==> src/rtl/lenet_pkg.sv <==
// lenet_pkg: datapath widths, kernel size and accumulator bounds shared by the LeNet conv stages
package lenet_pkg;
  localparam int DATA_W      = 8;
  localparam int ACC_W       = 21;
  localparam int GUARD_W     = 4;
  localparam int KERNEL_TAPS = 25;
  localparam logic signed [ACC_W-1:0] ACC_MAX = {1'b0, {(ACC_W-1){1'b1}}};
  localparam logic signed [ACC_W-1:0] ACC_MIN = {1'b1, {(ACC_W-1){1'b0}}};
  function automatic int cnt_w(input int n);
    return n > 1 ? $clog2(n) : 1;
  endfunction
endpackage

==> src/rtl/conv_mac_sat.sv <==
// conv_mac_sat: narrows the guarded accumulator to the output width; clamps when CONV_MAC_SAT_EN is defined, wraps otherwise
module conv_mac_sat import lenet_pkg::*; #(
  parameter int OUT_W = ACC_W,
  parameter int IN_W  = ACC_W + GUARD_W
) (
  input  logic signed [IN_W-1:0]  i_acc,
  output logic signed [OUT_W-1:0] o_res
);
`ifdef CONV_MAC_SAT_EN
  logic w_fits;
  // value fits when every bit above the output sign bit matches it; otherwise pick the rail by the true sign
  always_comb begin
    w_fits = (i_acc[IN_W-1:OUT_W-1] == '0) || (i_acc[IN_W-1:OUT_W-1] == '1);
    o_res  = w_fits ? i_acc[OUT_W-1:0]
                    : (i_acc[IN_W-1] ? {1'b1, {(OUT_W-1){1'b0}}} : {1'b0, {(OUT_W-1){1'b1}}});
  end
`else
  logic w_unused;
  assign w_unused = ^i_acc[IN_W-1:OUT_W];
  assign o_res    = i_acc[OUT_W-1:0];
`endif
endmodule

==> src/rtl/conv_mac_accumulator.sv <==
// conv_mac_accumulator: windowed signed MAC (TAPS products + bias) with optional output clamp under CONV_MAC_SAT_EN
module conv_mac_accumulator import lenet_pkg::*; #(
  parameter int TAPS    = KERNEL_TAPS,
  parameter int DATA_W  = lenet_pkg::DATA_W,
  parameter int ACC_W   = lenet_pkg::ACC_W,
  parameter int GUARD_W = lenet_pkg::GUARD_W
) (
  input  logic                     clk,
  input  logic                     rst_n,
  input  logic                     clear,
  input  logic                     in_valid,
  input  logic signed [DATA_W-1:0] in_pixel,
  input  logic signed [DATA_W-1:0] in_weight,
  input  logic signed [ACC_W-1:0]  in_bias,
  output logic                     out_valid,
  output logic signed [ACC_W-1:0]  out_sum,
  output logic                     busy
);
  localparam int CNT_W = cnt_w(TAPS);
  localparam int AW    = ACC_W + GUARD_W;
  localparam int PW    = 2 * DATA_W;

  logic [CNT_W-1:0]         r_tap_cnt;
  logic signed [PW-1:0]     r_prod;
  logic signed [ACC_W-1:0]  r_bias;
  logic                     r_p_vld;
  logic                     r_p_first;
  logic                     r_p_last;
  logic signed [AW-1:0]     r_acc;
  logic                     r_out_valid;
  logic signed [ACC_W-1:0]  r_out_sum;
  logic                     w_first;
  logic                     w_last;
  logic signed [AW-1:0]     w_acc_next;
  logic signed [ACC_W-1:0]  w_res;

  // window position of the tap presented this cycle, and the running sum seeded by the bias on the first tap
  always_comb begin
    w_first    = r_tap_cnt == '0;
    w_last     = r_tap_cnt == CNT_W'(TAPS - 1);
    w_acc_next = (r_p_first ? {{GUARD_W{r_bias[ACC_W-1]}}, r_bias} : r_acc)
               + {{(AW-PW){r_prod[PW-1]}}, r_prod};
  end

  // stage 1: register product, window flags and bias; tap counter wraps on the last tap so windows can abut
  always_ff @(posedge clk or negedge rst_n) begin
    if (!rst_n) begin
      r_tap_cnt <= '0;
      r_p_vld   <= 1'b0;
      r_p_first <= 1'b0;
      r_p_last  <= 1'b0;
      r_prod    <= '0;
      r_bias    <= '0;
    end else if (clear) begin
      r_tap_cnt <= '0;
      r_p_vld   <= 1'b0;
    end else begin
      r_p_vld <= in_valid;
      if (in_valid) begin
        r_prod    <= in_pixel * in_weight;
        r_p_first <= w_first;
        r_p_last  <= w_last;
        if (w_first) r_bias <= in_bias;
        r_tap_cnt <= w_last ? '0 : r_tap_cnt + CNT_W'(1);
      end
    end
  end

  // stage 2: accumulate mid-window taps; on the last tap publish the narrowed sum and pulse out_valid
  always_ff @(posedge clk or negedge rst_n) begin
    if (!rst_n) begin
      r_acc       <= '0;
      r_out_valid <= 1'b0;
      r_out_sum   <= '0;
    end else if (clear) begin
      r_acc       <= '0;
      r_out_valid <= 1'b0;
    end else begin
      r_out_valid <= r_p_vld && r_p_last;
      if (r_p_vld && r_p_last) r_out_sum <= w_res;
      else if (r_p_vld) r_acc <= w_acc_next;
    end
  end

  conv_mac_sat #(.OUT_W(ACC_W), .IN_W(AW)) u_sat (
    .i_acc (w_acc_next),
    .o_res (w_res)
  );

  assign out_valid = r_out_valid;
  assign out_sum   = r_out_sum;
  assign busy      = (r_tap_cnt != '0) || r_p_vld;
endmodule

==> config.mk <==
export PLATFORM = sky130hd
export DESIGN_NAME = conv_mac_accumulator
export DESIGN_NICKNAME = d
export VERILOG_FILES = /design/src/rtl/lenet_pkg.sv /design/src/rtl/conv_mac_sat.sv /design/src/rtl/conv_mac_accumulator.sv
export SDC_FILE = /design/constraint.sdc
export NUM_CORES = 1
export LEC_CHECK = 0
export ABC_AREA = 1
export CORE_ASPECT_RATIO = 1.1
export CORE_MARGIN = 2
export CORE_UTILIZATION = 35
export CTS_BUF_LIST = sky130_fd_sc_hd__clkbuf_8
export DETAILED_ROUTE_END_ITERATION = 10
export HOLD_SLACK_MARGIN = 0.1
export PLACE_DENSITY = 0.53
export SLEW_MARGIN = 10
export SYNTH_ARGS = -nofsm -noshare
export SYNTH_HDL_FRONTEND = slang
export SYNTH_SLANG_ARGS = --single-unit
==> constraint.sdc <==
create_clock -name clk -period 4.6 [get_ports clk]
set_input_delay 0.46 -clock clk [delete_from_list [all_inputs] [get_ports clk]]
set_output_delay 0.46 -clock clk [all_outputs]
set_load 0.03 [all_outputs]
==> key figures <==
Worst setup path
  • CP Max Fanout: 6
  • WS Path Type: in2reg
  • Reg2Reg Depth: 12
  • Critical Path Source Type: input pin
  • Required @ worst endpoint: 4830 ps
  • Largest delay share family, worst path: adder cells
  • FF-to-FF Start: r_p_first
  • Most frequent cell on the critical path: fa_1
  • R2R Setup Slk: 1880 ps
  • CP Buf/Inv Count: 4
  • Cell with the largest stage delay on the worst path: fa_1
  • Worst R2R End: r_acc[12]
  • Crit path DAT: about 4500 ps
  • Critical path, cell by cell: clkdlybuf4s50_1 -> buf_4 -> nand2_1 -> fa_1 -> fa_1 -> fa_1 -> fa_1 -> inv_1 -> ha_1 -> a21oi_1 -> o21ai_2 -> buf_4 -> nand2_1 -> nand2_1 -> xnor2_1 -> o21ai_0
  • Element type at the critical path end: flop
  • CP max stage delay: ~600 ps

STA
  • Tcrit/Tclk final: 0.9228
  • Clock Skew: 15.10 ps
  • Final Max Slew Viols: 0
  • Final hold vios: 0
  • Slew HR: 0.3661
  • RSZ-0062 raised after global routing: false
  • Final setup fails: 0
  • Fin Hold WS: 479.7 ps
  • Worst-margin pin slew: 949.8 ps
  • Max Clock Freq: between 200 and 250 MHz
  • Final min period: 4245 ps
  • Setup TNS: 0 ps

Hold path
  • Min-delay src: out_sum[5]
  • Worst hold path type: reg2reg
  • Min-Delay Path Depth: 2
  • Worst Hold End: out_sum[5]

Logic synthesis
  • Number of enable flip-flop cells after synthesis: 0
  • Ys flop type: dfrtp_1
  • Avg Inst Size Synth: about 7.6 sq um
  • Largest cells by area after synthesis: dfrtp_1 (28%), nand2_1 (17%), fa_1 (14%)
  • Post-synth top cells: nand2_1 (356), inv_1 (205), dfrtp_1 (88)
  • Net count after synthesis: about 1,200
  • Async S/R FF share, synth: 1.000
  • Yosys warns: 0
  • Seq/Total Area, Yosys: 0.2821
  • Cells after Synth: between 1,000 and 1,500
  • Most frequent cell after synthesis: nand2_1
  • Area leader, netlist: dfrtp_1
  • Cell area after synthesis: between 7000 and 8000 sq um
  • Post-synth cell types: 39
  • Synth top area share: 0.2821
  • Flops & latches, synth: 88

Status
  • Outcome: finished, final reports clean

Die
  • I/O pins: 64
  • FP Rows: 57
  • Starting Density: 0.3554
  • Die Ht: 160.6 microns
  • Die span in x: 146.4 microns
  • Core area: 21,970 sq um
  • Die Footprint: 23,520 sq um

Clock network
  • Clk slew on worst S/H paths: around 80 ps
  • H-tree Lvls: 3
  • Clock buffer depth: 2
  • Setup bufs post-CTS: 0
  • CTS Root Cell: clkbuf_8
  • CTS tree: built
  • Total CTS buffers: 9
  • CTS Sinks: 88
  • Skew-Pair Late Insertion Delay: 380 ps

Power and ir drop
  • Total power: between 4 and 5 mW
  • Pwr/cell area: 519.9 nW/um^2
  • Static Leak: 5.095 nW
  • VDD IR max: 0.1867 mV

Routing
  • Pre-antenna DRT Iters: 4
  • Wire per inst: 12.38 microns
  • DRC: 0
  • DRT Wirelength: between 15 and 20 mm
  • Vias per cell: around 4.4
  • Post-route ant nets: 0
  • Initial DRC count: 240
  • Detailed-route via count: between 6,000 and 7,000

Layout
  • Post-route cell area: 9189 sq um
  • # diodes: 0
  • Layout Cells excl Fill: roughly 1,400
  • Nets: 1,267
  • FILL cells: 2,382
  • Register area: 2202 sq um
  • Share of cells above drive strength 1: 0.08905
  • Area grow syn2layout: 17.71%
  • Multi-input logic area: 4664 sq um

GRT
  • Vias in the first global route: ~6,400
  • Initial antenna violation count: 0
  • First-pass GRT wire length: 30.54 mm
  • Grt total ovfl: 0
  • Total track usage: 0.1602
  • Largest net degree at the start of global routing: 51

Placement
  • Post-DP Area: ~9000 sq um
  • Port Buffer Count: 63
  • DP HPWL: 14.41 mm
  • Cells after DPL: 1,402
  • Gp weighted congestion: 0.8781

Flow run
  • Max Cap Viol: 0
==> layer usage <==
metal  global-route usage  up-vias  wire [microns]
li1                     -     3292               -
met1               0.2034     2858            8035
met2               0.2877       89            8806
met3              0.01392       18             404
met4              0.05340        0             314
met5                    0        -               0
==> flip-flops by register name, indices dropped and copies added (netlist names) <==
name,cells
r_p_first,1
r_p_vld,1
r_bias,21
out_sum,21
r_p_last,1
r_tap_cnt,5
out_valid,1
r_prod,16
r_acc,21
==> worst min-delay path, delay by kind of cell (launching register included) <==
family	cells	cell delay (ps)
and+or+nand+nor	2	100
DFF	1	340
==> stage by stage <==
stage	setup WS [ps]	utilization
after detailed placement	-68.04	0.4079
after global routing	25.95	0.4183
after global placement	-36.28	0.4079
after CTS	331.7	0.4183
after floorplan	314.8	-
final	355.1	0.4183
==> worst max path at each step <==
stage | from | slack [ps] | endpoint | cells after the start
2_1_floorplan | in_weight[2] | 310 | r_prod[15] | 19
3_3_place_gp | in_pixel[7] | -40 | r_prod[15] | 19
3_5_place_dp | in_weight[4] | -70 | r_prod[11] | 16
4_1_cts | in_weight[7] | 330 | r_prod[13] | 20
5_1_grt | in_weight[7] | 30 | r_prod[13] | 20
6_report | in_weight[4] | 360 | r_prod[11] | 16
==> cell usage in the layout (no fill, tap or decap), types with 10 or more instances in the layout <==
master           count
a21oi_1             18
buf_4               43
clkbuf_8            10
clkdlybuf4s50_1     62
dfrtp_1             88
fa_1                56
ha_1                51
inv_1              205
mux2_4              19
nand2_1            356
nand3_1             53
nand3b_1            14
nor2_1              44
o21ai_0             31
xnor2_1             13
==> area by class of cell <==
cell class / instances / area share
clock buffer: 10 / 0.01498
clock inverter: 5 / 0.008851
inverter: 208 / 0.08497
multi-input combinational: 706 / 0.5076
sequential: 88 / 0.2397
tap: 295 / 0.04017
timing repair buffer: 106 / 0.1038
==> what timing repair did <==
action                    CTS  global route
hold endpoints to repair   38             0
hold buffers                1             0
gates resized for setup     0             0
==> cell families after synthesis <==
group | after synthesis | synth area share
AO/OA/AOI/OAI | 70 | 0.05017
multiplexers | 21 | 0.03943
flip-flops | 88 | 0.2821
buffers and inverters | 239 | 0.1204
adder cells (fa/ha/maj) | 107 | 0.2254
AND/OR/NAND/NOR | 489 | 0.2613
XOR/XNOR | 19 | 0.02132
==> where the power goes <==
group | internal (mW) | switching (mW)
registers | 0.993 | 0.140
clock network | 0.318 | 0.279
logic | 1.32 | 1.72
(Power assumes the default switching activity.)
